===== src/rtl/alu_result_serializer.sv =====
// Serializes each captured ALU result into BYTE_WIDTH bytes for the UART TX FIFO,
// honouring FIFO_FULL and flagging results that arrive while a frame is in flight.
//
// state  | meaning
// -------+--------------------------------------------------------------
// S_IDLE | no frame pending; waiting for OUT_VALID
// S_SEND | presenting hold bytes to the FIFO, one per non-full cycle
module alu_result_serializer #(
    parameter int DATA_WIDTH = 16,
    parameter int BYTE_WIDTH = 8,
    parameter bit LSB_FIRST  = 1'b1
) (
    input  logic                  CLK,
    input  logic                  RST,
    input  logic [DATA_WIDTH-1:0] ALU_OUT,
    input  logic                  OUT_VALID,
    input  logic                  FIFO_FULL,
    input  logic                  CLR_OVR,
    output logic [BYTE_WIDTH-1:0] TX_DATA,
    output logic                  TX_VALID,
    output logic                  BUSY,
    output logic                  DONE,
    output logic                  OVERRUN
);

    localparam int NB    = DATA_WIDTH / BYTE_WIDTH;
    localparam int IDX_W = (NB > 2) ? $clog2(NB) : 1;
    localparam logic [IDX_W-1:0] LAST_IDX = IDX_W'(NB - 1);

    generate
        if ((DATA_WIDTH % BYTE_WIDTH) != 0 || NB < 2) begin : g_param_check
            $error("alu_result_serializer: DATA_WIDTH must be a multiple of BYTE_WIDTH with at least 2 bytes");
        end
    endgenerate

    typedef enum logic {
        S_IDLE = 1'b0,
        S_SEND = 1'b1
    } state_t;

    state_t                state_q;
    state_t                state_d;
    logic [DATA_WIDTH-1:0] hold_q;
    logic [IDX_W-1:0]      idx_q;
    logic                  done_q;
    logic                  ovr_q;

    logic                  byte_ok;
    logic                  last_ok;
    logic                  take_new;
    logic                  ovr_evt;
    logic [IDX_W-1:0]      sel;
    logic [BYTE_WIDTH-1:0] byte_sel;

    // A new result is only safe to take when nothing is in flight after this edge.
    assign byte_ok  = (state_q == S_SEND) && !FIFO_FULL;
    assign last_ok  = byte_ok && (idx_q == LAST_IDX);
    assign take_new = OUT_VALID && ((state_q == S_IDLE) || last_ok);
    assign ovr_evt  = OUT_VALID && (state_q == S_SEND) && !last_ok;

    always_ff @(posedge CLK or posedge RST) begin
        if (RST) begin
            state_q <= S_IDLE;
        end else begin
            state_q <= state_d;
        end
    end

    always_comb begin
        state_d = state_q;
        case (state_q)
            S_IDLE: if (OUT_VALID) state_d = S_SEND;
            S_SEND: if (last_ok) state_d = OUT_VALID ? S_SEND : S_IDLE;
            default: state_d = S_IDLE;
        endcase
    end

    always_ff @(posedge CLK or posedge RST) begin
        if (RST) begin
            hold_q <= '0;
            idx_q  <= '0;
            done_q <= 1'b0;
            ovr_q  <= 1'b0;
        end else begin
            done_q <= last_ok;
            if (take_new) begin
                hold_q <= ALU_OUT;
                idx_q  <= '0;
            end else if (last_ok) begin
                idx_q  <= '0;
            end else if (byte_ok) begin
                idx_q  <= idx_q + IDX_W'(1);
            end
            if (ovr_evt) begin
                ovr_q <= 1'b1;
            end else if (CLR_OVR) begin
                ovr_q <= 1'b0;
            end
        end
    end

    // MSB-first mirrors the index rather than the data so one mux serves both orders.
    always_comb begin
        sel      = LSB_FIRST ? idx_q : (LAST_IDX - idx_q);
        byte_sel = '0;
        for (int i = 0; i < NB; i++) begin
            if (sel == IDX_W'(i)) byte_sel = hold_q[i*BYTE_WIDTH +: BYTE_WIDTH];
        end
    end

    always_comb begin
        TX_VALID = byte_ok;
        BUSY     = (state_q == S_SEND);
        TX_DATA  = (state_q == S_SEND) ? byte_sel : '0;
        DONE     = done_q;
        OVERRUN  = ovr_q;
    end

endmodule


===== config.mk =====
export PLATFORM = sky130hd
export DESIGN_NAME = alu_result_serializer
export DESIGN_NICKNAME = d
export VERILOG_FILES = /design/src/rtl/alu_result_serializer.sv
export SDC_FILE = /design/constraint.sdc
export NUM_CORES = 1
export LEC_CHECK = 0
export CORE_MARGIN = 2
export CORE_UTILIZATION = 25
export CTS_CLUSTER_SIZE = 12
export DETAILED_ROUTE_END_ITERATION = 10
export GPL_TIMING_DRIVEN = 1
export PLACE_DENSITY = 0.52
export SETUP_SLACK_MARGIN = 0.02
export SYNTH_ARGS = -nofsm -noshare
export SYNTH_HDL_FRONTEND = slang
export SYNTH_SLANG_ARGS = --single-unit

===== constraint.sdc =====
create_clock -name CLK -period 2.1 [get_ports CLK]
set_input_delay 0.315 -clock CLK [delete_from_list [all_inputs] [get_ports CLK]]
set_output_delay 0.315 -clock CLK [all_outputs]
set_load 0.005 [all_outputs]

# Word-level counts from Yosys, hierarchy flattened
# Cells that the tools add are included.
dict set report totals {
  reg_bits 20
  in_bits 21
  out_inout_bits 12
}
dict set report op_classes {
  add_sub_neg 1
  n_bitwise 1
  n_reduce_logical 10
  n_mux 10
}
# operator count
set ops {}
lappend ops {{8-bit two-way mux} 2}
lappend ops {{1-bit two-way mux} 7}
lappend ops {{1-bit logical AND} 5}
lappend ops {{3-bit nonzero test} 1}
lappend ops {{1-bit zero test} 2}
lappend ops {{1-bit one-hot mux with 2 select lines} 1}
lappend ops {{2-bit nonzero test} 1}
lappend ops {{1-bit adder (second input constant)} 1}
lappend ops {{1-bit logical OR} 1}
lappend ops {{1-bit inverter} 1}

# Logic depth before layout (Yosys ltp)
# Gate-level depths: netlist of run 1.
dict set report depth {
  ltp_word 6
  ltp_mapped 4
  ltp_nobuf 3
}

# Least setup slack after synthesis of run 1
# No wires, ideal clock.
dict set report synth_timing {
  kind {input -> register}
  start {in FIFO_FULL}
  end {reg hold_q[0]}
  arrival_time_ps 1171
  cell_stages 4
  slack_ps 801
  required_ps 1973
  n_path_buf 1
  setup_ps 127
  path_cell_list {nand2b_4 > a21boi_4 > buf_6 > mux2_1}
}
dict set report synth_between {
  elab_chain_len 5
}
# element line_no
set synth_lines {}
lappend synth_lines {{from (decl)} 17} ;# input logic FIFO_FULL,
lappend synth_lines {{1-bit zero test} 56} ;# assign byte_ok = (state_q == S_SEND) && !FIFO_FULL;
lappend synth_lines {{1-bit logical AND} 56}
lappend synth_lines {{1-bit logical AND} 57} ;# assign last_ok = byte_ok && (idx_q == LAST_IDX);
lappend synth_lines {{1-bit logical OR} 58} ;# assign take_new = OUT_VALID && ((state_q == S_IDLE) || last_ok);
lappend synth_lines {{1-bit logical AND} 58}
lappend synth_lines {{to (signal assigned)} 80} ;# hold_q <= '0;
lappend synth_lines {{to (signal assigned)} 87} ;# hold_q <= ALU_OUT;
lappend synth_lines {{to (decl)} 43} ;# logic [DATA_WIDTH-1:0] hold_q;
# No other way between the ends.
# A chain may end at the register's enable or synchronous reset.

# Worst setup path in the final report of run 1
dict set report layout_timing {
  start {reg idx_q}
  end {out TX_DATA[4]}
}
dict set report layout_between {
  elab_chain_len 2
}
# element line_no
set layout_lines {}
lappend layout_lines {{from (decl)} 44} ;# logic [IDX_W-1:0] idx_q;
lappend layout_lines {{from (signal assigned)} 92} ;# idx_q <= idx_q + IDX_W'(1);
lappend layout_lines {{8-bit two-way mux} 107} ;# if (sel == IDX_W'(i)) byte_sel = hold_q[i*BYTE_WIDTH +: BYTE_WIDTH];
lappend layout_lines {{8-bit two-way mux} 114} ;# TX_DATA = (state_q == S_SEND) ? byte_sel : '0;
lappend layout_lines {{to (decl)} 19} ;# output logic [BYTE_WIDTH-1:0] TX_DATA,
# No other way between the ends.

==> flow_summary.yaml, run 1 <==
floorplan:
  die_x_um: 63.91
  boundaryPins: 33
  placementRows: 21
  dieArea_sq_um: 4084
  core_sq_um: 3390
  die_h_um: 63.91
  initial_utilization_pct: 26.47
finish:
  final_cell_mix: "clkdlybuf4s50_1 (32), dfrtp_1 (19), mux2_1 (10)"
  area_growth_pct: 48.68
  fillCellCount: 335
  fin_area_sq_um: 1334
  final_layout_size_suffix_gt1_share_pct: 18.27
  final_common_cell: "clkdlybuf4s50_1"
  insertedDiodeCount: 0
  finalNetCount: 127
drt:
  vias: 627
  final_antenna_net_count: 0
  wl_per_cell_um: 11.74
  drc: 0
  drtIter0Drc: 12
  firstDrtPassIters: 3
  wirelength_um: 1761
  viasPerCell: 4.180
synth:
  synth-seq-cells: 20
  synth_seq_area_share_pct: 55.79
  syn_area_per_cell_sq_um: 13.59
  synth_area_sq_um: 897.1
  syn_nets: 87
  synth.distinct_cells: 17
  postSynthCellCount: 66
  ys_warn_count: 0
place:
  gp_congestion: 0.6772
  dp_slack_ns: 0.2813
  hpwl_um: 1359
  port_buffers: 32
  place_area_sq_um: 1309
clocking:
  cts_tree: "yes"
  post-cts-setup-buffers: 0
  ctsHoldBuffers: 0
  worstSkewPairLatency_ns: 0.28
  cts.clk_slew.worst_paths_ns: 0.10
  htree_levels: 1
  clk_path_buf_depth: 2
  clock-sinks: 20
  cts_made_buffers: 3
  root_buffer: "clkbuf_4"
critical_path:
  cp.required_ns: 1.78
  path_class: "flop to output port"
  arrival_ns: 1.60
  cp-end-kind: "output port"
  cp-start-kind: "flop"
  cp_max_fo: 6
global_routing:
  grt_max_degree: 21
  antenna_found_initial: 0
  grt_pass1_vias: 665
  grt_usage_pct: 9.630
  grt_pass1_wl_um: 2932
  grt_overflow: 0
timing:
  worst_pin_slew_ns: 0.2497
  hold_ws_ns: 0.3514
  finalMaxSlewViolations: 0
  skew_ns: 0.0003735
  finalSetupViolations: 0
  period_minus_slack_ns: 1.914
  fmax_mhz: 522.4
  finalHoldViolCount: 0
  post-route-period-util_pct: 91.15
  rsz0062_at_grt: "false"
  setup-tns-final_ns: 0
  timing.slew.headroom_pct: 83.35
  worst_slack_ns: 0.1859
hold_path:
  hold_path_class: "input pin to asynchronous set/reset pin"
power:
  seq_power_share_pct: 46.1
  internal_power_w: 0.0008980
  switchingPower_w: 0.0003312
  swShare_pct: 26.94
  pwr-share-comb_pct: 40.3
  p_per_area_nw_per_um2: 921.6
  power_leakage_nw: 0.5743
  total_power_w: 0.001229
  clkPwrFrac_pct: 13.7
  vdd_drop_max_mv: 0.1988
status:
  outcome: "complete, no violations"
flow_run:
  maxCapViolCount: 0
logic make-up (layout without fill, tap and decap cells):
family	after synthesis	count (layout)	share of synthesized area (%)
mux	25	25	30.27
flops	20	20	55.79
simple gates	12	12	6.834
buf+inv	5	43	3.068
compound gates	4	4	4.044
synth_stat cells:
cell	instances	share of area [%]
mux2_1	10	13
a21o_1	1	0.84
buf_2	1	0.56
nor2_1	8	3.3
a21oi_1	1	0.56
mux2_2	7	8.8
inv_1	2	0.84
a21boi_4	1	2.1
clkinv_1	1	0.42
nand3_1	1	0.56
nor2b_1	1	0.70
buf_6	1	1.3
nand2b_4	1	1.5
and2_1	1	0.70
mux2i_1	8	8.9
dfrtp_1	20	56
o21ai_0	1	0.56
path summary, 6_finish.rpt:
check	to	slack, ns	cells after the start	start
worst max-delay path	TX_DATA[4]	0.19	4	idx_q
worst min-delay path	hold_q[11]	0.35	3	RST
worst max register to register	hold_q[12]	0.68	5	idx_q
worst min register to register	hold_q[6]	0.49	1	hold_q[6]
max in group asynchronous	BUSY	1.53	3	RST
min in group CLK	hold_q[6]	0.49	1	hold_q[6]
through the flow:
stage / utilization [%] / instances
after global placement: 38.61 / 147
after global routing: 39.35 / 150
final: 39.35 / 150
after CTS: 39.31 / 150
after detailed placement: 38.61 / 147
after floorplan: - / 66
area by class of cell:
cell class / count / area (sq um) / share of cell area (%)
clock buffers: 3 / 22.52 / 1.689
inverters: 3 / 12.51 / 0.9381
flip-flops and latches: 20 / 501.7 / 37.62
well taps: 46 / 57.56 / 4.315
repair buffers: 37 / 370.4 / 27.77
multi-input cells: 41 / 369.1 / 27.67
power groups by stage:
stage	logic [W]	clock network [W]	registers, W
after detailed placement	0.000506	0	0.000576
after global routing	0.000541	0.000198	0.000584
after global placement	0.000497	0	0.000567
after CTS	0.000509	0.000180	0.000567
after floorplan	0.000250	0	0.000561
final	0.000495	0.000168	0.000566
critical path, cell delays in order, from the launching register on:
cell and delay, ns:
dfrtp_1 0.40, buf_4 0.18, mux2i_1 0.12, nor2_1 0.11, clkdlybuf4s50_1 0.51
flip-flops by register name, indices dropped and copies added, names as in the netlist:
register,flops
BUSY,1
DONE,1
OVERRUN,1
hold_q,16
idx_q,1
layer usage:
| metal | GRT usage (%) | part of all wire, % | up-vias |
|---|---|---|---|
| met3 | 2.113 | 5.4 | 2 |
| li1 | - | - | 301 |
| met2 | 16.54 | 50 | 19 |
| met4 | 6.522 | 1.6 | 0 |
| met1 | 10.52 | 43 | 305 |
| met5 | 0 | 0 | - |
what timing repair did:
item,CTS,global route
resized for setup,1,1
cloned,0,0
endpoints found under the setup margin,8,2
Note: power is estimated with default switching activity, not from simulation.
==> run 2, diff against run 1 <==
--- a/config.mk
+++ b/config.mk
@@ -7,10 +7,10 @@
 export LEC_CHECK = 0
 export CORE_MARGIN = 2
 export CORE_UTILIZATION = 25
-export CTS_CLUSTER_SIZE = 12
+export CTS_CLUSTER_SIZE = 20
 export DETAILED_ROUTE_END_ITERATION = 10
 export GPL_TIMING_DRIVEN = 1
-export PLACE_DENSITY = 0.52
+export PLACE_DENSITY = 0.58
 export SETUP_SLACK_MARGIN = 0.02
 export SYNTH_ARGS = -nofsm -noshare
 export SYNTH_HDL_FRONTEND = slang
==> run 2 against run 1 <==
Net effect: sequential power is essentially flat; cell count shrank 1.3%; worst setup slack lost 0.020 ns; utilization shrank 0.81 points; count of clock-buffer cells in the layout is the same; largest power group unchanged; clock skew grew 0.0041 ns; fmax shrank 1.1%; first-iteration DRC count is the same; hold slack gained 0.11 ns; cell area shrank 2.1%; clock power grew 2%.
==> flow_summary.yaml, run 2 (synthesis gave the netlist of run 1 again) <==
finish:
  insertedDiodeCount: 0
  final_common_cell: "clkdlybuf4s50_1"
  regMostFlops: "hold_q"
  largest_reg_flops: 16
  final_layout_size_suffix_gt1_share_pct: 16.67
  final_cell_mix: "clkdlybuf4s50_1 (32), dfrtp_1 (19), mux2_1 (10)"
  area_growth_pct: 45.61
  finalNetCount: 125
power:
  switchingPower_w: 0.0003371
  seq_power_share_pct: 46.1
  swShare_pct: 27.58
  p_per_area_nw_per_um2: 935.8
  pwr-share-comb_pct: 39.9
  total_power_w: 0.001222
  internal_power_w: 0.0008852
  vdd_drop_max_mv: 0.1860
  clkPwrFrac_pct: 14.0
  power_leakage_nw: 0.5613
clocking:
  clk_path_buf_depth: 2
  clock-sinks: 20
  htree_levels: 1
  post-cts-setup-buffers: 0
  worstSkewPairLatency_ns: 0.29
  cts.clk_slew.worst_paths_ns: 0.10
  ctsHoldBuffers: 0
  cts_tree: "yes"
  root_buffer: "clkbuf_4"
  cts_made_buffers: 3
  cts_resized: 1
floorplan:
  initial_utilization_pct: 26.47
  placementRows: 21
  boundaryPins: 33
  die_x_um: 63.91
  core_sq_um: 3390
  die_h_um: 63.91
  dieArea_sq_um: 4084
timing:
  finalMaxSlewViolations: 0
  rsz0062_at_grt: "false"
  worst_pin_slew_ns: 0.7480
  post-route-period-util_pct: 92.11
  period_minus_slack_ns: 1.934
  setup-tns-final_ns: 0
  timing.slew.headroom_pct: 50.08
  fmax_mhz: 517.0
  skew_ns: 0.004454
  finalHoldViolCount: 0
  finalSetupViolations: 0
critical_path:
  crit_cells: 4
  cp.required_ns: 1.78
  cp_max_fo: 11
  critPathMaxStageDelay_ns: 0.52
  crit_family: "buffers and inverters"
  path_buf_inv: 2
  path_class: "flop to output port"
  regToRegSetupSlack_ns: 0.62
  crit_chain: "buf_4 -> mux2i_1 -> nor2_1 -> clkdlybuf4s50_1"
  ff2ff_path_depth: 5
  critPathSlowestCell: "clkdlybuf4s50_1"
  cp-start-kind: "flop"
  reg2reg_from: "idx_q"
  r2r_end: "hold_q[1]"
  cp-end-kind: "output port"
  arrival_ns: 1.62
drt:
  drc: 0
  viasPerCell: 4.169
  wl_per_cell_um: 12.52
  vias: 617
  final_antenna_net_count: 0
  firstDrtPassIters: 3
  wirelength_um: 1853
  drtIter0Drc: 12
global_routing:
  grt_max_degree: 21
  grt_usage_pct: 10.05
  grt_pass1_vias: 629
  antenna_found_initial: 0
  grt_overflow: 0
  grt_pass1_wl_um: 3063
status:
  outcome: "complete, no violations"
hold_path:
  hold_path_class: "input pin to asynchronous set/reset pin"
place:
  port_buffers: 32
  gp_congestion: 0.6861
  hpwl_um: 1408
flow_run:
  maxCapViolCount: 0
[run 2: changes by cell type in the layout (fill, tap and decap cells not counted), sizes merged]
cell / delta
buf: -2
[run 2: final cells by class]
class,count,area [sq um]
timing repair buffer,35,342.8
fill,332,2083
tap,46,57.56
clock buffer,3,22.52
multi-input combinational,41,369.1
inverter,3,12.51
sequential,20,501.7
[run 2: through the flow]
step | hold WS, ns | util, % | setup slack (ns) | instance area (sq um) | std cells
finish | 0.4572 | 38.54 | 0.1656 | 1306 | 148
global route | 0.5135 | 38.54 | 0.05945 | 1306 | 148
CTS | 0.4925 | 38.50 | 0.08075 | 1305 | 148
detailed placement | 0.4753 | 37.80 | 0.2534 | 1281 | 145
global placement | 0.4682 | 37.80 | 0.2529 | 1281 | 145
floorplan | 0.2788 | - | 0.8013 | 897.1 | 66
[run 2: per-layer routing]
layer,part of all wire (%),up-vias,GRT usage [%],wire length [um]
met4,0,0,4.076,0
met1,47,297,13.65,874
li1,-,299,-,-
met2,47,21,14.84,864
met3,6.2,0,2.993,114
met5,0,-,0,0
[run 2: worst register-to-register path: cells and delay by family, from the launching register on]
| kind | cells | cell delay, ns |
|---|---|---|
| compound gates | 1 | 0.15 |
| buf+inv | 2 | 0.44 |
| flops | 1 | 0.33 |
| mux | 1 | 0.35 |
| simple gates | 1 | 0.09 |
[run 2: how the worst max path moves through the flow]
stage               startpoint    endpoint
global route             idx_q  TX_DATA[2]
finish                   idx_q  TX_DATA[1]
CTS                       BUSY  TX_DATA[4]
detailed placement        BUSY  TX_DATA[4]
floorplan            FIFO_FULL   hold_q[0]
global placement          BUSY  TX_DATA[2]
[run 2: power groups by stage]
stage | Sequential [W] | Clock (W) | Combinational (W)
detailed placement | 0.000572 | 0 | 0.000496
floorplan | 0.000561 | 0 | 0.000250
global route | 0.000576 | 0.000203 | 0.000532
finish | 0.000563 | 0.000172 | 0.000487
CTS | 0.000564 | 0.000181 | 0.000498
global placement | 0.000565 | 0 | 0.000483
